## src/rtl/segdisp_pkg.sv

```systemverilog
// Shared types for the seven-segment scan controller: digit count, nibble/segment
// vectors, scan state encoding and the value/enable/dp register set.
package segdisp_pkg;

  localparam int DIGITS = 8;

  typedef logic [3:0] nibble_t;
  typedef logic [7:0] seg_t;

  typedef enum logic {
    ST_BLANK = 1'b0,
    ST_DRIVE = 1'b1
  } state_t;

  typedef struct packed {
    logic [31:0] value;
    logic [7:0]  enable;
    logic [7:0]  dp;
  } disp_set_t;

endpackage

```

## src/rtl/seg7_decode.sv

```systemverilog
// Hex nibble to active-high segments (bit0=a .. bit6=g), lowercase b and d.
// Purely combinational, no handshake.
module seg7_decode
  import segdisp_pkg::*;
(
  input  nibble_t    nibble,
  output logic [6:0] segments
);

  always_comb begin
    segments = 7'h00;
    case (nibble)
      4'h0: segments = 7'h3F;
      4'h1: segments = 7'h06;
      4'h2: segments = 7'h5B;
      4'h3: segments = 7'h4F;
      4'h4: segments = 7'h66;
      4'h5: segments = 7'h6D;
      4'h6: segments = 7'h7D;
      4'h7: segments = 7'h07;
      4'h8: segments = 7'h7F;
      4'h9: segments = 7'h6F;
      4'hA: segments = 7'h77;
      4'hB: segments = 7'h7C;
      4'hC: segments = 7'h39;
      4'hD: segments = 7'h5E;
      4'hE: segments = 7'h79;
      4'hF: segments = 7'h71;
      default: segments = 7'h00;
    endcase
  end

endmodule

```

## src/rtl/segment_display_ctl.sv

```systemverilog
// 8-digit scan controller, double-buffered writes committed at frame boundaries; pins registered, no extra stage.
// wr_ready_o drops from transfer until commit; SEGDISP_PWM_EN adds brightness PWM within each DRIVE window.
module segment_display_ctl
  import segdisp_pkg::*;
#(
  parameter int CYCLES_PER_DIGIT = 10000,
  parameter int BLANK_CYCLES     = 100
) (
  input  logic        clk_sys_i,
  input  logic        reset_async_ni,
  input  logic        wr_valid_i,
  output logic        wr_ready_o,
  input  logic [31:0] wr_value_i,
  input  logic [7:0]  wr_enable_i,
  input  logic [7:0]  wr_dp_i,
  input  logic [2:0]  brightness_i,
  output logic [7:0]  dsp_anode_o,
  output logic [7:0]  dsp_cathode_o,
  output logic        frame_o
);

  localparam int MAX_CYC = (CYCLES_PER_DIGIT > BLANK_CYCLES) ? CYCLES_PER_DIGIT : BLANK_CYCLES;
  localparam int CNT_W   = $clog2(MAX_CYC);
  localparam logic [CNT_W-1:0] DRIVE_LOAD = CNT_W'(CYCLES_PER_DIGIT - 1);
  localparam logic [CNT_W-1:0] BLANK_LOAD = CNT_W'(BLANK_CYCLES - 1);
  localparam logic [2:0]       LAST_DIGIT = 3'(DIGITS - 1);

  state_t           state_q, state_d;
  logic [CNT_W-1:0] cnt_q, cnt_d;
  logic [2:0]       digit_q, digit_d;
  disp_set_t        active_q, shadow_q;
  logic             pending_q;
  seg_t             anode_q, anode_d, cathode_q, cathode_d;
  logic             frame_q, frame_d;
  nibble_t          nibble;
  logic [6:0]       segments;
  logic             pwm_on;
  logic             xfer;

  // Scan sequencer: counter counts down and reloads on each state change.
  always_comb begin
    state_d = state_q;
    cnt_d   = cnt_q - 1'b1;
    digit_d = digit_q;
    if (cnt_q == '0) begin
      if (state_q == ST_BLANK) begin
        state_d = ST_DRIVE;
        cnt_d   = DRIVE_LOAD;
      end else begin
        state_d = ST_BLANK;
        cnt_d   = BLANK_LOAD;
        digit_d = digit_q + 3'd1;
      end
    end
  end

  assign frame_d = (state_d == ST_DRIVE) && (digit_d == LAST_DIGIT) && (cnt_d == '0);

`ifdef SEGDISP_PWM_EN
  localparam int PW = CNT_W + 1;
  localparam logic [PW-1:0] STEP = PW'(CYCLES_PER_DIGIT / 8);

  logic [2:0]    bright_q, bright_d;
  logic [PW-1:0] on_len, elapsed;

  // Brightness is latched as a DRIVE window opens and held for the whole window.
  always_comb begin
    bright_d = bright_q;
    if (state_q == ST_BLANK && state_d == ST_DRIVE) bright_d = brightness_i;
    on_len  = PW'({1'b0, bright_d} + 4'd1) * STEP;
    elapsed = {1'b0, DRIVE_LOAD} - {1'b0, cnt_d};
    pwm_on  = elapsed < on_len;
  end

  always_ff @(posedge clk_sys_i or negedge reset_async_ni) begin
    if (!reset_async_ni) bright_q <= '0;
    else                 bright_q <= bright_d;
  end
`else
  logic unused_brightness;
  assign unused_brightness = ^brightness_i;
  assign pwm_on            = 1'b1;
`endif

  // Outputs are computed from the next scan position so the pins line up with the state register.
  assign nibble = active_q.value[{digit_d, 2'b00} +: 4];

  seg7_decode u_decode (
    .nibble   (nibble),
    .segments (segments)
  );

  always_comb begin
    anode_d   = 8'hFF;
    cathode_d = 8'hFF;
    if (state_d == ST_DRIVE && active_q.enable[digit_d] && pwm_on) begin
      anode_d   = ~(8'h01 << digit_d);
      cathode_d = ~{active_q.dp[digit_d], segments};
    end
  end

  always_ff @(posedge clk_sys_i or negedge reset_async_ni) begin
    if (!reset_async_ni) begin
      state_q   <= ST_BLANK;
      cnt_q     <= BLANK_LOAD;
      digit_q   <= '0;
      anode_q   <= 8'hFF;
      cathode_q <= 8'hFF;
      frame_q   <= 1'b0;
    end else begin
      state_q   <= state_d;
      cnt_q     <= cnt_d;
      digit_q   <= digit_d;
      anode_q   <= anode_d;
      cathode_q <= cathode_d;
      frame_q   <= frame_d;
    end
  end

  // frame_q is high during the boundary cycle itself, so it doubles as the commit strobe.
  assign xfer = wr_valid_i && !pending_q;

  always_ff @(posedge clk_sys_i or negedge reset_async_ni) begin
    if (!reset_async_ni) begin
      active_q  <= '0;
      shadow_q  <= '0;
      pending_q <= 1'b0;
    end else if (xfer) begin
      shadow_q  <= '{value: wr_value_i, enable: wr_enable_i, dp: wr_dp_i};
      pending_q <= 1'b1;
    end else if (frame_q && pending_q) begin
      active_q  <= shadow_q;
      pending_q <= 1'b0;
    end
  end

  assign wr_ready_o    = !pending_q;
  assign dsp_anode_o   = anode_q;
  assign dsp_cathode_o = cathode_q;
  assign frame_o       = frame_q;

endmodule

```

## config.mk

```make
export PLATFORM = sky130hd
export DESIGN_NAME = segment_display_ctl
export DESIGN_NICKNAME = d
export VERILOG_FILES = /design/src/rtl/segdisp_pkg.sv /design/src/rtl/seg7_decode.sv /design/src/rtl/segment_display_ctl.sv
export SDC_FILE = /design/constraint.sdc
export NUM_CORES = 1
export LEC_CHECK = 0
export ABC_AREA = 1
export CELL_PAD_IN_SITES_DETAIL_PLACEMENT = 1
export CELL_PAD_IN_SITES_GLOBAL_PLACEMENT = 1
export CORE_ASPECT_RATIO = 2
export CORE_MARGIN = 2
export CORE_UTILIZATION = 43
export CTS_CLUSTER_DIAMETER = 30
export CTS_CLUSTER_SIZE = 10
export DETAILED_ROUTE_END_ITERATION = 16
export GPL_ROUTABILITY_DRIVEN = 0
export HOLD_SLACK_MARGIN = 0.02
export MAX_ROUTING_LAYER = met4
export PLACE_DENSITY = 0.87
export SETUP_SLACK_MARGIN = 0.4
export SLEW_MARGIN = 25
export SYNTH_ARGS = -nofsm -noshare
export SYNTH_HDL_FRONTEND = slang
export SYNTH_SLANG_ARGS = --single-unit
```

## constraint.sdc

```tcl
create_clock -name clk_sys_i -period 3.05 [get_ports clk_sys_i]
set_input_delay 0.305 -clock clk_sys_i [delete_from_list [all_inputs] [get_ports clk_sys_i]]
set_output_delay 0.305 -clock clk_sys_i [all_outputs]
set_load 0.1 [all_outputs]
```

---- Word level (Yosys, flattened, before mapping) ----
Memories as Yosys holds them, arrays and structs flattened.
Index checks and enable logic that the tools add are counted.
Widths: inputs -> output; s select.
word-level totals
  output and inout port bits .............. 18
  memories ................................ 1
  ROM bits ................................ 112
  register bits ........................... 132
cells by class
  add/sub/neg operators ................... 2
  bitwise operators ....................... 3
  reduce and logical (&&, ||, !) cells .... 10
  shift operators ......................... 2
  eq/ne operators ......................... 1
  magnitude comparators ................... 1
  muxes and demuxes ....................... 14
memory list
  name             depth  width  rd ports  clocked after memory_dff  write ports  line               RTL
  (no name shown)  16     7      1         0                         0            seg7_decode.sv:12  case (nibble)
operators with widths
  cell                   number
  $shiftx 32x6->4        1
  $logic_not 14->1       2
  $mux 14                2
  $mux 8                 2
  $not 8->8              2
  $sub 14x1->14 const B  1
  $shl 1x3->8 const A    1
  $bmux 1 s3             2
  $mux 1                 6
  $mux 3                 2
  $logic_and 1x1->1      5
  $lt 3x4->1 const B     1
  $add 3x1->3 const B    1
  $eq 3x3->1 const B     1
  $reduce_and 2->1       1
  $reduce_bool 2->1      1
  $logic_not 1->1        1
  $not 1->1              1

---- Logic depth before layout (Yosys ltp) ----
Gate-level depths: netlist of run 1.
  depth after elaboration ................. 7
  depth in mapped cells ................... 21
  mapped depth without buffers ............ 19

---- Cells and area by module ----
A second synthesis of run 1 with hierarchy kept.
unflattened totals
  cell total of the unflattened synthesis .. 620
  area total of the unflattened synthesis .. 6019.5 µm²
modules (own cells, without submodules)
  module               cells an instance  area each (µm²)  sequential area each (µm²)  instances
  segment_display_ctl  568                5743.0           3328.2                      1
  seg7_decode          52                 276.5            0.0                         1

---- Least setup slack after synthesis of run 1 ----
OpenSTA, ideal clock, no wires.
  path type ............................... register to register
  start point ............................. reg cnt_q[0]
  end point ............................... reg cathode_q[0] (netlist: dsp_cathode_o[0])
  arrival time ............................ 2393 ps
  data required time ...................... 2964 ps
  path slack .............................. 571 ps
  period minus slack after synthesis ...... 2479 ps
  setup time .............................. 86 ps
  cell stages (with the launch flop) ...... 22
  path through ............................ dfstp_2 -> inv_1 -> ha_1 -> nand2_4 -> nor2_8 -> nand2_4 -> buf_6 -> nand2_8 -> nand2_4 -> buf_6 -> nand2_1 -> nand3_1 -> nand2_1 -> nand2_1 -> nand2_2 -> ha_1 -> inv_1 -> nand3_1 -> nand2_1 -> inv_1 -> nand2_1 -> nand3_1
on the way
  longest elaborated chain between the ends .. 6
  elaborated cells on any way between the ends .. 10
  those cells by class .................... shift: 1; mux: 5; bitwise: 1; reduce/logical: 2; memory: 1
ends and longest elaborated chain
  element                                                line                                                  RTL
  start, declared                                        segment_display_ctl.sv:29                             logic [CNT_W-1:0] cnt_q, cnt_d;
  start signal, assigned                                 segment_display_ctl.sv:112                            cnt_q <= cnt_d;
  $logic_not 14->1 (*)                                   segment_display_ctl.sv:45                             if (cnt_q == '0) begin
  $mux 3 (*)                                             segment_display_ctl.sv:45
  via digit_d[0]                                         segment_display_ctl.sv:30                             logic [2:0] digit_q, digit_d;
  $shiftx 32x6->4 / $bmux 1 s3 (equally long branches)   segment_display_ctl.sv:86, segment_display_ctl.sv:96
  $mem_v2 16x7 / $mux 1 (equally long branches)          -
  $not 8->8 / $logic_and 1x1->1 (equally long branches)  segment_display_ctl.sv:98, segment_display_ctl.sv:96
  $mux 8 (*)                                             segment_display_ctl.sv:96                             if (state_d == ST_DRIVE && active_q.enable[digit_d] && pwm_on) begin
  via cathode_d[0]                                       segment_display_ctl.sv:33                             seg_t anode_q, anode_d, cathode_q, cathode_d;
  end signal, assigned                                   segment_display_ctl.sv:115                            cathode_q <= cathode_d;
  end, declared                                          segment_display_ctl.sv:33
Mark *: on every way through the listed nets, which the timed path passes. The rest lies on a longest branch. The select of a mux whose other input is x is not followed.
A chain may end at the register's enable or synchronous reset.

---- Final worst setup path of run 1 ----
  start point ............................. reg cnt_q[1]
  end point ............................... reg cathode_q[3] (netlist: dsp_cathode_o[3])
on the way
  longest elaborated chain between the ends .. 6
  elaborated cells on any way between the ends .. 10
  those cells by class .................... shift: 1; mux: 5; bitwise: 1; reduce/logical: 2; memory: 1
ends and longest elaborated chain
  element                                                line
  $logic_not 14->1 (*)                                   segment_display_ctl.sv:45
  $mux 3                                                 segment_display_ctl.sv:45
  $shiftx 32x6->4 / $bmux 1 s3 (equally long branches)   segment_display_ctl.sv:86, segment_display_ctl.sv:96
  $mem_v2 16x7 / $mux 1 (equally long branches)          -
  $not 8->8 / $logic_and 1x1->1 (equally long branches)  segment_display_ctl.sv:98, segment_display_ctl.sv:96
  $mux 8 (*)                                             segment_display_ctl.sv:96
  via cathode_d[3]                                       segment_display_ctl.sv:33
Marks and branches as above.

==> summary.md, run 1 <==
## Placement
* detailed-placement wirelength estimate: 11000 µm
* number of placed instances with taps included: 877
* quantity of I/O buffers inserted on ports: 68

## Routing
* Via-to-Cell Ratio: 5.46
* DRC violations left: 0
* routed vias: 5084
* number of detailed-route iterations in the first pass: 6
* Antenna Nets Post-Route: 0
* total wire length: 19400 µm
* Starting DRT DRC Count: 246
* WL per Instance: 20.8 µm

## Cells and area
* layout-stage area growth over the synthesis result: 28.8%
* non-filler cells, final: 931
* share of final-layout standard cells stronger than drive strength 1: 27.2%
* filler instances: 1537
* Antenna Diode Count: 0
* Finished Core Util: 56.7%
* # nets final: 790

## Clock tree
* clock transition at the registers of the reported paths: 0.06 ns
* clock sink total: 132
* master cell of the clock root buffer: sky130_fd_sc_hd__clkbuf_16
* clock network latency to the later pin of the worst-skew pair: 0.44 ns
* TritonCTS Buffers: 17
* Bufs on Longest Clock Path: 2
* clock tree from TritonCTS: done
* H-tree Lvls: 4

## Synth
* cell types occupying the most area after synthesis: sky130_fd_sc_hd__dfrtp_1, sky130_fd_sc_hd__dfstp_2, sky130_fd_sc_hd__mux2_2
* simple logic cell fraction of the synthesized area: 21.5%
* cell taking the most area after synthesis: sky130_fd_sc_hd__dfrtp_1
* net count after synthesis: 690
* portion of synthesized cell area occupied by the leading cell type: 45.8%
* count of synthesis-stage warnings from yosys: 0
* dominant register cell in the synthesized netlist: sky130_fd_sc_hd__dfrtp_1
* fraction of synthesized area in multiplexers: 8.10%
* mean instance size in the synthesized netlist: 9.73 µm²
* proportion of synthesized chip area in sequential cells: 54.4%
* Post-Syn Instances: 629
* EDFF count, synth: 0
* register bit total from synthesis: 132
* compound-cell area share of the yosys netlist: 6.48%
* xor-xnor portion of the synthesized cell area: 1.43%
* async set-reset flop share out of synthesis: 100%
* netlist area before placement: 6120 µm²
* adder and majority gate portion of the synthesized area: 1.43%
* unique cell type count in the Yosys netlist: 38
* combinational family with the most area after synthesis: simple AND/OR/NAND/NOR gates

## Power and ir drop
* Power Density: 503 nW/µm²
* leakage power total: 3.82 nW
* Internal Dissipation: 3.11 mW
* Peak supply drop: 0.528 mV
* share of total power in combinational logic: 2.6%
* switching power share of the total: 21.5%
* Net Switching: 851 µW
* share of power burned in registers: 44.3%
* relative contribution of the clock network to total power: 53.1%

## Status
* run status: complete, no violations

## Setup path
* internal reg-to-reg setup slack: 0.45 ns
* Data arrival, critical path: 2.95 ns
* CP Launch Type: register
* CP Max Fanout: 11
* Required @ worst endpoint: 3.40 ns
* critical setup path kind: reg -> reg
* capturing element type of the critical path: register

## Die
* placeable core region: 13900 µm²
* width of the chip: 88.3 µm
* initial core utilization: 44.0%
* Top Ports: 72
* Die Y-Extent: 173 µm
* Die ar.: 15300 µm²
* Std-Cell Rows: 61

## Timing
* Final Hold Viols: 0
* ratio of final minimum period to clock period: 85.3%
* worst-case hold slack: 0.442 ns
* final setup vio count: 0
* setup tns final: 0 ns
* setup repair after global routing missed its margin: true
* worst-margin pin slew: 0.934 ns
* clock period minus worst slack: 2.60 ns
* normalized max-slew margin: 37.5%
* worst clock skew: 0.00773 ns
* Max Freq: 0.385 GHz
* number of slew-limit violations in the final report: 0

## Min path
* Hold Crit Class: in -> reg

## GRT
* total global routing track utilization: 25.5%
* maximum number of pins on one net before global-route repair: 64
* global-route wire length before repair: 28400 µm
* total congestion overflow after global routing: 0
* number of global-route vias before repair: 5496
* initial antenna violation count: 0

## Flow run
* max-cap violation count: 0

## final cells by class
| class | instances | area [µm²] | share of cell area, % |
|---|---|---|---|
| flip-flops and latches | 132 | 3330 | 42.3 |
| multi-input cells | 402 | 2520 | 32.0 |
| repair buffers | 99 | 897 | 11.4 |
| clock buffers | 18 | 439 | 5.57 |
| inverters | 77 | 294 | 3.73 |
| well taps | 189 | 236 | 3.00 |
| clock inverters | 14 | 160 | 2.03 |
## flip-flops by register name (all words and copies together), names as in the netlist
register,flops
active_q,48
cnt_q,14
digit_q,3
dsp_anode_o,8
dsp_cathode_o,8
frame_o,1
pending_q,1
shadow_q,48
state_q,1
## cell usage after synthesis, types with 2 or more instances
cell                       count
sky130_fd_sc_hd__clkbuf_1     12
sky130_fd_sc_hd__nand2_1     108
sky130_fd_sc_hd__nand2_8       2
sky130_fd_sc_hd__nand2_4       8
sky130_fd_sc_hd__mux2_2       44
sky130_fd_sc_hd__o21ai_1       4
sky130_fd_sc_hd__nand4_1       4
sky130_fd_sc_hd__buf_4         2
sky130_fd_sc_hd__ha_1          7
sky130_fd_sc_hd__nor2_2        4
sky130_fd_sc_hd__nand3_2       8
sky130_fd_sc_hd__buf_1         3
sky130_fd_sc_hd__inv_2         5
sky130_fd_sc_hd__o22ai_1       4
sky130_fd_sc_hd__o21ai_0      30
sky130_fd_sc_hd__inv_1        72
sky130_fd_sc_hd__nor2_4        4
sky130_fd_sc_hd__nor3_1        6
sky130_fd_sc_hd__nor2_1       53
sky130_fd_sc_hd__nand2_2       9
sky130_fd_sc_hd__dfstp_2      20
sky130_fd_sc_hd__a21oi_1      34
sky130_fd_sc_hd__xnor2_1       4
sky130_fd_sc_hd__xor2_1        6
sky130_fd_sc_hd__nand3_1      49
sky130_fd_sc_hd__dfrtp_1     112
sky130_fd_sc_hd__buf_6         4
## cells in the final DEF (no fill, tap or decap), types with 4 or more instances in the layout
cell type	Yosys	layout
sky130_fd_sc_hd__nand2_2	9	11
sky130_fd_sc_hd__nand3_2	8	8
sky130_fd_sc_hd__dfrtp_1	112	111
sky130_fd_sc_hd__clkinv_2	0	5
sky130_fd_sc_hd__nor2_1	53	53
sky130_fd_sc_hd__nor2_4	4	7
sky130_fd_sc_hd__nand2_4	8	7
sky130_fd_sc_hd__o22ai_1	4	4
sky130_fd_sc_hd__nand2_1	108	105
sky130_fd_sc_hd__xor2_1	6	6
sky130_fd_sc_hd__buf_4	2	46
sky130_fd_sc_hd__mux2_2	44	44
sky130_fd_sc_hd__nand4_1	4	4
sky130_fd_sc_hd__o21ai_0	30	29
sky130_fd_sc_hd__nand2_8	2	7
sky130_fd_sc_hd__o21ai_1	4	5
sky130_fd_sc_hd__nor3_1	6	5
sky130_fd_sc_hd__a21oi_1	34	34
sky130_fd_sc_hd__inv_2	5	5
sky130_fd_sc_hd__ha_1	7	5
sky130_fd_sc_hd__dfstp_2	20	20
sky130_fd_sc_hd__inv_1	72	71
sky130_fd_sc_hd__clkdlybuf4s50_1	0	49
sky130_fd_sc_hd__clkbuf_16	0	17
sky130_fd_sc_hd__xnor2_1	4	4
sky130_fd_sc_hd__nand3_1	49	48
## kinds of logic (layout without fill, tap and decap cells)
group	count (synthesis)	count (layout)
compound gates	75	75
buf+inv	99	208
fa+ha+maj	7	7
flops	132	132
simple gates	262	266
xor+xnor	10	10
mux	44	44
## timing repair
| item | 4_1_cts | 5_1_grt |
|---|---|---|
| setup endpoints to repair | 17 | 17 |
| hold buffers | 1 | 0 |
| resized for setup | 7 | 15 |
| setup buffers | 3 | 14 |
| cloned | 0 | 4 |
| hold endpoints to repair | 59 | 0 |
| pin swaps | 2 | 8 |
## final timing paths
path / start / to / cells after the start
setup / recovery: cnt_q[1] / dsp_cathode_o[3] / 13
hold / removal: wr_value_i[17] / shadow_q[33] / 3
setup reg to reg: cnt_q[1] / dsp_cathode_o[3] / 13
hold reg to reg: cnt_q[0] / cnt_q[0] / 1
max in group asynchronous: reset_async_ni / active_q[20] / 3
min in group asynchronous: reset_async_ni / active_q[40] / 2
## power groups by stage
| stage | clock, mW | sequential [mW] | combinational (mW) |
|---|---|---|---|
| detailed placement | 0 | 1.78 | 0.104 |
| finish | 2.10 | 1.75 | 0.104 |
| CTS | 2.13 | 1.75 | 0.106 |
| floorplan | 0 | 1.78 | 0.000537 |
| global route | 2.21 | 1.75 | 0.114 |
| global placement | 0 | 1.78 | 0.101 |
## routing by layer
layer  vias to the layer above  part of all wire, %  GRT usage [%]  wire [µm]
met5                         -                    0              -          0
met2                       184                   56           44.5      10900
met1                      2566                   34           24.8       6530
met4                         0                  6.7           15.2       1290
met3                        94                  3.3           5.25        642
li1                       2240                    -              -          -
## through the flow
step	setup WS (ns)	total power, mW	instance area (µm²)
floorplan	0.571	1.78	6120
global placement	0.304	1.88	6970
detailed placement	0.175	1.89	6970
CTS	0.400	3.99	7650
global route	0.306	4.07	7880
finish	0.450	3.96	7880
## worst max-delay path, cell delays in order, from the launching register on
cell                      delay, ns
sky130_fd_sc_hd__dfstp_2       0.37
sky130_fd_sc_hd__inv_1         0.11
sky130_fd_sc_hd__ha_4          0.20
sky130_fd_sc_hd__nand2_8       0.08
sky130_fd_sc_hd__nor2_8        0.24
sky130_fd_sc_hd__nand2_8       0.14
sky130_fd_sc_hd__o21ai_4       0.27
sky130_fd_sc_hd__inv_2         0.17
sky130_fd_sc_hd__nand3_1       0.14
sky130_fd_sc_hd__nand2_1       0.15
sky130_fd_sc_hd__ha_1          0.39
sky130_fd_sc_hd__nand2_1       0.08
sky130_fd_sc_hd__nand3_1       0.08
sky130_fd_sc_hd__nand3_1       0.09
(Power assumes the default switching activity.)
==> run 2, diff against run 1 <==
CELL_PAD_IN_SITES_DETAIL_PLACEMENT = 0   (was 1)
CELL_PAD_IN_SITES_GLOBAL_PLACEMENT = 2   (was 1)
CORE_UTILIZATION = 35   (was 43)
==> run 2 against run 1 <==
  * Count of clock-buffer cells in the layout up 6
  * Worst setup slack better by 0.093 ns
  * Non-clock buffer count down 14
  * Via count down 14%
  * Global-route usage down 11 points
  * Sequential share of layout area up 0.49 points
  * Die area up 22%
  * Design area down 1.1%
==> summary.md, run 2 (synthesized netlist as in run 1, its figures left out) <==
## Setup path
* worst reg2reg path depth: 15, +2
* CP Max Fanout: 11, unchanged
* library cell contributing the largest single delay on the critical path: sky130_fd_sc_hd__dfrtp_2
* CP Launch Type: register
* Data arrival, critical path: 2.84 ns, -0.11 ns
* capturing element type of the critical path: register
* Largest delay share family, worst path: simple AND/OR/NAND/NOR gates
* critical setup path kind: reg -> reg
* Buf/Inv on CP: 3, +1
* Crit path largest cell delay: 0.48 ns, +0.09 ns
* number of logic stages on the critical path including buffering: 15, +2
* cells along the critical path: ha_1 > o21ai_0 > nand3_2 > nand2_8 > buf_4 > nor2_4 > inv_2 > nor2_1 > nor2_1 > nand2_1 > nand2_1 > nand2_2 > nor2_4 > buf_12 > nand3_1
* Required @ worst endpoint: 3.38 ns, -0.02 ns

## Clock tree
* Bufs on Longest Clock Path: 2, unchanged
* clock tree from TritonCTS: done
* H-tree Lvls: 4, unchanged
* clock network latency to the later pin of the worst-skew pair: 0.41 ns, -0.03 ns
* master cell of the clock root buffer: sky130_fd_sc_hd__clkbuf_16
* clock transition at the registers of the reported paths: 0.06 ns, about the same
* clock sink total: 132, unchanged
* TritonCTS Buffers: 17, unchanged

## Cells and area
* # nets final: 773, -2.2%
* filler instances: 1663, +8.2%
* Finished Core Util: 45.3%, -11 points
* most common library cell in the layout ignoring fill and taps: sky130_fd_sc_hd__dfrtp_1
* layout-stage area growth over the synthesis result: 27.3%
* commonest non-fill, non-tap cells in the layout: sky130_fd_sc_hd__dfrtp_1, sky130_fd_sc_hd__nand2_1, sky130_fd_sc_hd__inv_1, sky130_fd_sc_hd__nor2_1, sky130_fd_sc_hd__clkdlybuf4s50_1
* Antenna Diode Count: 0, unchanged
* post-route standard cell area excluding fillers: 7790 µm², -1.1%
* registers with the most flip-flops: active_q x48, shadow_q x48, cnt_q x14
* share of final-layout standard cells stronger than drive strength 1: 25.0%, -2.3 points

## Routing
* WL per Instance: 13.9 µm, -34%
* DRC violations left: 0, unchanged
* total wire length: 13000 µm, -33%
* routed vias: 4350, -14%
* Via-to-Cell Ratio: 4.65, -15%
* Starting DRT DRC Count: 215, -13%
* number of detailed-route iterations in the first pass: 4, -2
* Antenna Nets Post-Route: 0, unchanged

## Timing
* final setup vio count: 0, unchanged
* worst clock skew: 0.00714 ns, -0.000592 ns
* ratio of final minimum period to clock period: 82.2%, -3.1 points
* Max Freq: 0.399 GHz, +3.7%
* setup tns final: 0 ns, unchanged
* Final Hold Viols: 0, unchanged
* clock period minus worst slack: 2.51 ns, -0.0930 ns
* number of slew-limit violations in the final report: 0, unchanged
* worst-case setup margin in the final layout: 0.543 ns, +0.0930 ns
* normalized max-slew margin: 52.0%, +14 points
* setup repair after global routing missed its margin: false
* worst-margin pin slew: 0.717 ns, -0.217 ns

## Power and ir drop
* Net Switching: 762 µW, -10%
* share of total power in combinational logic: 2.6%, about the same
* switching power share of the total: 19.4%, -2.1 points
* leakage power total: 3.77 nW, -1.3%
* Peak supply drop: 0.368 mV, -30%
* share of power burned in registers: 44.7%, +0.4 points
* Power Density: 504 nW/µm², +0.21%
* relative contribution of the clock network to total power: 52.7%, -0.4 points
* Internal Dissipation: 3.16 mW, +1.7%

## Die
* initial core utilization: 35.6%, -8.4 points
* Std-Cell Rows: 68, +11%
* Die ar.: 18600 µm², +22%
* width of the chip: 97.5 µm, +10%
* placeable core region: 17200 µm², +24%
* Top Ports: 72, unchanged
* Die Y-Extent: 191 µm, +11%

## GRT
* total global routing track utilization: 14.8%, -11 points
* total congestion overflow after global routing: 0, unchanged
* global-route wire length before repair: 21200 µm, -25%
* maximum number of pins on one net before global-route repair: 71, +11%
* number of global-route vias before repair: 4397, -20%
* initial antenna violation count: 0, unchanged

## Status
* run status: complete, no violations

## Min path
* Hold Crit Class: in -> async

## Placement
* placed standard-cell area: 7000 µm², +0.38%
* detailed-placement wirelength estimate: 9620 µm, -13%
* quantity of I/O buffers inserted on ports: 68, unchanged
* placement-stage worst setup slack: 0.177 ns, +0.00209 ns

## Flow run
* max-cap violation count: 0, unchanged

[run 2: cell count changes in the layout (fill, tap and decap cells not counted), sizes merged]
cell / before / now
clkbuf: 18 / 24
buf: 49 / 35
inv: 78 / 77
nor2: 63 / 62
nand2: 130 / 128
clkinv: 8 / 3
[run 2: path summary, 6_finish.rpt]
kind | startpoint | end | slack (ns)
setup / recovery | digit_q[0] | dsp_cathode_o[3] | 0.54
max in group asynchronous | reset_async_ni | dsp_cathode_o[5] | 1.89
hold reg to reg | cnt_q[0] | cnt_q[0] | 0.46
min in group clk_sys_i | wr_value_i[29] | shadow_q[45] | 0.46
hold / removal | reset_async_ni | shadow_q[13] | 0.37
setup reg to reg | digit_q[0] | dsp_cathode_o[3] | 0.54
[run 2: power by group through the flow]
stage               Sequential (mW)  Combinational, mW  Clock [mW]
finish                         1.75              0.102        2.07
global route                   1.75              0.113        2.18
CTS                            1.75              0.106        2.12
detailed placement             1.78              0.105           0
global placement               1.78              0.103           0
floorplan                      1.78           0.000537           0
[run 2: repair_timing]
| action | 4_1_cts | 5_1_grt |
|---|---|---|
| hold buffers | 1 | 0 |
| gates resized for setup | 5 | 13 |
| pin swaps | 1 | 6 |
| cloned | 0 | 1 |
| buffers inserted | 1 | 7 |
| hold endpoints to repair | 26 | 0 |
| setup endpoints to repair | 12 | 7 |
[run 2: cell type report]
| type | count | area [µm²] | area share, % |
|---|---|---|---|
| clock inverter | 8 | 124 | 1.59 |
| timing repair buffer | 85 | 813 | 10.4 |
| clock buffer | 24 | 482 | 6.18 |
| sequential | 132 | 3330 | 42.7 |
| inverter | 77 | 294 | 3.77 |
| multi-input combinational | 399 | 2480 | 31.9 |
| tap | 210 | 263 | 3.37 |
[run 2: worst reg2reg max path, delay by kind of cell (launching register included)]
family	cells	cell delay, ns
AO/OA/AOI/OAI	1	0.24
adder cells (fa/ha/maj)	1	0.32
buffers and inverters	3	0.40
flip-flops	1	0.48
AND/OR/NAND/NOR	10	0.98
[run 2: metal layers]
layer	up-vias	part of all wire [%]	GRT usage [%]
li1	2193	-	-
met1	2072	38	14.9
met2	67	58	27.9
met3	18	2.4	2.45
met4	0	2.2	6.36
met5	-	0	-
[run 2: per-stage QoR]
stage | total power, mW | std cells | hold WS (ns)
after floorplan | 1.78 | 629 | 0.00941
after global routing | 4.05 | 935 | 0.422
final | 3.92 | 935 | 0.367
after detailed placement | 1.89 | 893 | 0.275
after global placement | 1.89 | 893 | 0.261
after CTS | 3.98 | 927 | 0.376
==> run 3, diff against run 2 <==
CORE_UTILIZATION = 32   (was 35)
PLACE_DENSITY = 0.84   (was 0.87)
clock period = 2 ns   (was 3.05 ns; I/O delays follow)
==> run 3 against run 2 <==
  * The run now ends with setup timing left
  * Count of clock-buffer cells in the layout down 4
  * Register-to-register slack worse by 0.83 ns
  * Sequential power up 53%
  * Critical endpoint is now dsp_cathode_o[2]
  * Largest power group unchanged
  * Highest routed layer unchanged
==> summary.md, run 3 (synthesized netlist as in run 1, its figures left out) <==
## Status
* run status: complete, but fails checks
* violations in the final reports: setup timing

## Routing
* total wire length: 15300 µm, +18%
* routed vias: 4783, +10%
* WL per Instance: 14.5 µm, +4.7%
* Starting DRT DRC Count: 163, -24%
* number of detailed-route iterations in the first pass: 5, +1
* DRC violations left: 0, unchanged
* Antenna Nets Post-Route: 0, unchanged
* Via-to-Cell Ratio: 4.53, -2.6%

## GRT
* total global routing track utilization: 16.2%, +1.4 points
* maximum number of pins on one net before global-route repair: 56, -21%
* number of global-route vias before repair: 5069, +15%
* initial antenna violation count: 0, unchanged
* global-route wire length before repair: 24600 µm, +16%
* total congestion overflow after global routing: 0, unchanged

## Die
* Die ar.: 20300 µm², +9.1%
* width of the chip: 102 µm, +4.4%
* Std-Cell Rows: 71, +4.4%
* initial core utilization: 32.6%, -3.0 points
* placeable core region: 18700 µm², +9.1%
* Top Ports: 72, unchanged
* Die Y-Extent: 200 µm, +4.5%

## Timing
* Final Hold Viols: 0, unchanged
* final setup vio count: 17, +17
* Max Freq: 0.438 GHz, +9.9%
* worst clock skew: 0.0105 ns, +0.00336 ns
* worst-case setup margin in the final layout: -0.282 ns, -0.825 ns
* normalized max-slew margin: 69.5%, +17 points
* clock period minus worst slack: 2.28 ns, -0.225 ns
* number of slew-limit violations in the final report: 0, unchanged
* setup repair after global routing missed its margin: true
* worst-margin pin slew: 0.453 ns, -0.264 ns
* ratio of final minimum period to clock period: 114%, +32 points

## Setup path
* CP most frequent cell: sky130_fd_sc_hd__nand3_2
* Required @ worst endpoint: 2.35 ns, -1.03 ns
* reg2reg start: cnt_q[10]
* library cell contributing the largest single delay on the critical path: sky130_fd_sc_hd__dfrtp_1
* reg-to-reg endpoint: dsp_cathode_o[2]
* worst reg2reg path depth: 16, +1
* internal reg-to-reg setup slack: -0.28 ns, -0.83 ns
* CP Launch Type: register
* Largest delay share family, worst path: simple AND/OR/NAND/NOR gates
* Crit path largest cell delay: 0.40 ns, -0.08 ns
* Data arrival, critical path: 2.63 ns, -0.21 ns
* Buf/Inv on CP: 4, +1
* capturing element type of the critical path: register
* CP Max Fanout: 7, -4
* cells along the critical path: nor2_2 > nand2_2 > nor2_4 > buf_6 > nand3_4 > buf_6 > nand3_2 > nand3_2 > nand3_1 > nand2_4 > ha_4 > inv_2 > nand3_2 > nand2_1 > inv_1 > o21ai_1
* critical setup path kind: reg -> reg

## Cells and area
* share of final-layout standard cells stronger than drive strength 1: 42.3%, +17 points
* commonest non-fill, non-tap cells in the layout: sky130_fd_sc_hd__dfrtp_1, sky130_fd_sc_hd__nand2_1, sky130_fd_sc_hd__buf_4, sky130_fd_sc_hd__inv_1, sky130_fd_sc_hd__clkdlybuf4s50_1
* most common library cell in the layout ignoring fill and taps: sky130_fd_sc_hd__dfrtp_1
* Antenna Diode Count: 0, unchanged
* registers with the most flip-flops: active_q x48, shadow_q x48, cnt_q x14
* non-filler cells, final: 1055, +13%
* # nets final: 848, +9.7%
* layout-stage area growth over the synthesis result: 47.9%

## Power and ir drop
* Tot Pwr: 6.18 mW, +57%
* leakage power total: 4.36 nW, +16%
* Peak supply drop: 0.790 mV, +110%
* Power Density: 683 nW/µm², +36%

## Clock tree
* H-tree Lvls: 4, unchanged
* clock transition at the registers of the reported paths: 0.06 ns, about the same
* clock network latency to the later pin of the worst-skew pair: 0.42 ns, about the same
* clock tree from TritonCTS: done
* clock sink total: 132, unchanged
* master cell of the clock root buffer: sky130_fd_sc_hd__clkbuf_16
* TritonCTS Buffers: 17, unchanged
* Bufs on Longest Clock Path: 2, unchanged

## Flow run
* max-cap violation count: 0, unchanged

## Placement
* detailed-placement wirelength estimate: 10800 µm, +13%
* number of placed instances with taps included: 1004, +12%
* quantity of I/O buffers inserted on ports: 68, unchanged
* placement-stage worst setup slack: -0.372 ns, -0.550 ns

## Min path
* Hold Crit Class: in -> async

==> run 3: cell types whose count changed in the layout (fill, tap and decap cells not counted), sizes merged <==
cell and delta:
buf +73, clkbuf -3, nand2 +1, bufinv +1, clkinvlp +3
==> run 3: area by class of cell <==
cell class / instances / area, µm²
clock buffers: 20 / 457
clock inverters: 12 / 178
fillers: 1725 / 9700
inverters: 77 / 308
multi-input cells: 400 / 2940
flip-flops and latches: 132 / 3330
well taps: 255 / 319
repair buffers: 159 / 1520
==> run 3: metal layers <==
layer  wire length [µm]  part of all wire (%)  track usage (%)  vias to the layer above
li1                   -                     -                -                     2357
met1               5660                    37             16.4                     2283
met2               8620                    56             28.8                      104
met3                407                   2.7             2.73                       39
met4                612                   4.0             9.46                        0
met5                  0                     0                -                        -
==> run 3: power by group <==
part / switching, mW / total (mW) / internal [mW]
logic: 0.0675 / 0.162 / 0.0948
clock network: 1.19 / 3.34 / 2.15
registers: 0 / 2.67 / 2.67
total: 1.26 / 6.18 / 4.92
==> run 3: metrics by stage <==
step	utilization (%)	TNS (ns)	area, µm²	hold slack, ns
6_report	48.3	-4.10	9050	0.260
5_1_grt	48.3	-6.96	9050	0.311
4_1_cts	46.2	-4.32	8660	0.267
3_5_place_dp	41.9	-4.94	7850	0.170
3_3_place_gp	41.9	-3.92	7850	0.163
2_1_floorplan	-	-2.06	6460	-0.0956
==> run 3: worst max path at each step <==
stage              start                to  slack, ns  cells past startpoint
2_1_floorplan   cnt_q[0]  dsp_cathode_o[0]      -0.24                     21
3_3_place_gp    cnt_q[8]  dsp_cathode_o[0]      -0.29                     18
3_5_place_dp    cnt_q[8]  dsp_cathode_o[0]      -0.37                     18
4_1_cts         cnt_q[1]  dsp_cathode_o[4]      -0.30                     16
5_1_grt        cnt_q[10]  dsp_cathode_o[0]      -0.44                     18
6_report       cnt_q[10]  dsp_cathode_o[2]      -0.28                     16
==> run 3: timing repair <==
action	CTS	global route
pin swaps	8	13
gates cloned	1	2
hold endpoints to repair	28	0
endpoints found under the setup margin	28	32
buffers inserted	5	10
gates resized for setup	34	68
hold buffers	1	0
==> run 3: worst reg2reg max path: cells and delay by family, from the launching register on <==
kind                       cells  cell delay (ns)
AOI/OAI and AO/OA              1             0.12
and+or+nand+nor               10             1.07
DFF                            1             0.40
adders and majority gates      1             0.18
buffers and inverters          4             0.43
==> edit: new RTL, settings of run 2 <==
Build with the macro `SEGDISP_PWM_EN` defined.
--- a/src/rtl/segment_display_ctl.sv
+++ b/src/rtl/segment_display_ctl.sv
@@ -1,5 +1,7 @@
 // 8-digit scan controller, double-buffered writes committed at frame boundaries; pins registered, no extra stage.
 // wr_ready_o drops from transfer until commit; SEGDISP_PWM_EN adds brightness PWM within each DRIVE window.
+`define SEGDISP_PWM_EN
+
 module segment_display_ctl
   import segdisp_pkg::*;
 #(
Check against the original RTL: same outputs for any inputs over 10 cycles, from zero or initial values and one cycle with reset_async_ni low; that may be too few to reach the edited logic, so the function may still have changed.
==> edit against run 2 <==
- the flow now finishes with violations (setup timing)
- synthesized cell count up 35%
- critical path type unchanged
- cell area increased by 22%
- wire length is 35% higher
- sequential share of layout area decreased by 7.0 points
- setup slack lost 2200 ps
- sequential cell count is 3 higher
- first-iteration DRC count rose by 4.2%
- count of clock-buffer cells in the layout down 1
- synthesized area is 17% higher
- fmax down 47%
Power is not compared: it rests on default switching activity, and its combinational part moved more than twofold at a synthesized area within 25%.
==> edit: results <==
[synth]
syn-num-nets = 942
netlist_instances = 849
ys_dominant_reg_cell = dfrtp_1
ys_seq_area_frac = 0.477
yosys-top-cells-area = dfrtp_1 (40%), nand2_1 (11%), dfstp_2 (7.4%)
yosysUniqueCellTypes = 39
yosys-top-cells-count = nand2_1 (213), dfrtp_1 (115), inv_1 (112)

[placement]
portBuffers = 71
place_ws_ps = -1780
placed_cells = 1228
hpwlAfterDp_um = 13500
place_area_um2 = 8700

[finish]
nets = 1089
seqCellArea_um2 = 3400
reg.largest.list = active_q: 48 flops, shadow_q: 48 flops, cnt_q: 14 flops
fillers = 2026
layout-drive-gt1-share = 0.245
final_cells = 1270

[drt]
m1WireLength_um = 6170
wl_per_cell_um = 13.8
wl_met2_um = 10400
vias = 5793
top_layer = met4
dr.first_iter.drc_count = 224
drt_pass1_iterations = 4
wl_met3_um = 353

[clocking]
cts_root_buf = clkbuf_16
clk_transition_reported_paths_ps = 60

[grt]
antenna_found_initial = 0
grt_pass1_vias = 6084
grt_max_degree = 64
grt_use_total = 0.180
grt_pass1_wl_um = 29100

[pwr]
p_leak_nw = 4.86

[outcome]
status = finished with violations
failed_checks = setup timing

[setup_path]
critPathMaxStageDelay_ps = 550
path_max_fanout = 6
cp-startpoint = cnt_q[0]
crit_slowest_cell = fa_1

[sta]
finalSetupViolCount = 16
setup_ws_ps = -1700
tns_ps = -26600
fin_worst_skew_ps = 9.38
tightest_slew_ps = 647
## edit: cell types whose count changed in the layout (fill, tap and decap cells not counted), moves of 16 or more
cell | run 2 | this run
nor2_1 | 53 | 70
mux2_2 | 44 | 17
ha_1 | 5 | 30
inv_1 | 71 | 103
o21ai_0 | 30 | 46
buf_4 | 31 | 96
nand2_1 | 105 | 208
a21oi_1 | 34 | 50
## edit: final cells by class
type                       count  area share
sequential                   135       0.358
multi-input combinational    568       0.354
timing repair buffer         155       0.141
clock buffer                  23      0.0492
inverter                     119      0.0472
tap                          262      0.0345
clock inverter                 8      0.0154
## edit: layer usage
layer	global-route usage	vias up
li1	-	2968
met1	0.160	2717
met2	0.357	79
met3	0.0309	29
met4	0.0862	0
met5	-	-
## edit: report_power, final
part	internal, mW	switching, mW	leakage, nW	total [mW]
logic	0.136	0.118	2.99	0.254
clock network	1.40	0.743	0.297	2.15
registers	1.80	0.00114	1.57	1.80
total	3.34	0.862	4.86	4.20
## edit: worst paths after layout
path	slack, ps	cells past startpoint	endpoint
setup / recovery	-1700	28	dsp_anode_o[4]
hold / removal	430	2	shadow_q[24]
setup reg to reg	-1700	28	dsp_anode_o[4]
hold reg to reg	480	2	active_q[35]
max in group asynchronous	1860	3	shadow_q[46]
min in group clk_sys_i	460	3	shadow_q[35]
## edit: critical path, delay by kind of cell, from the launching register on
kind,cells,cell delay [ps]
compound gates,5,920
xor+xnor,1,170
fa+ha+maj,6,1520
buf+inv,6,440
flops,1,540
simple gates,10,1070
## edit: logic make-up after synthesis
group,Yosys count,synth area share
and+or+nand+nor,384,0.242
buffers and inverters,146,0.0808
DFF,135,0.477
AOI/OAI and AO/OA,112,0.0834
adders and majority gates,39,0.0705
muxes,17,0.0268
xor gates and xnor gates,16,0.0196
## edit: timing repair
action / in CTS / in global routing
hold endpoints to repair: 61 / 0
hold buffers: 1 / 0
pin swaps: 29 / 23
cloned: 0 / 0
setup buffers: 4 / 6
setup endpoints to repair: 16 / 17
resized for setup: 11 / 11
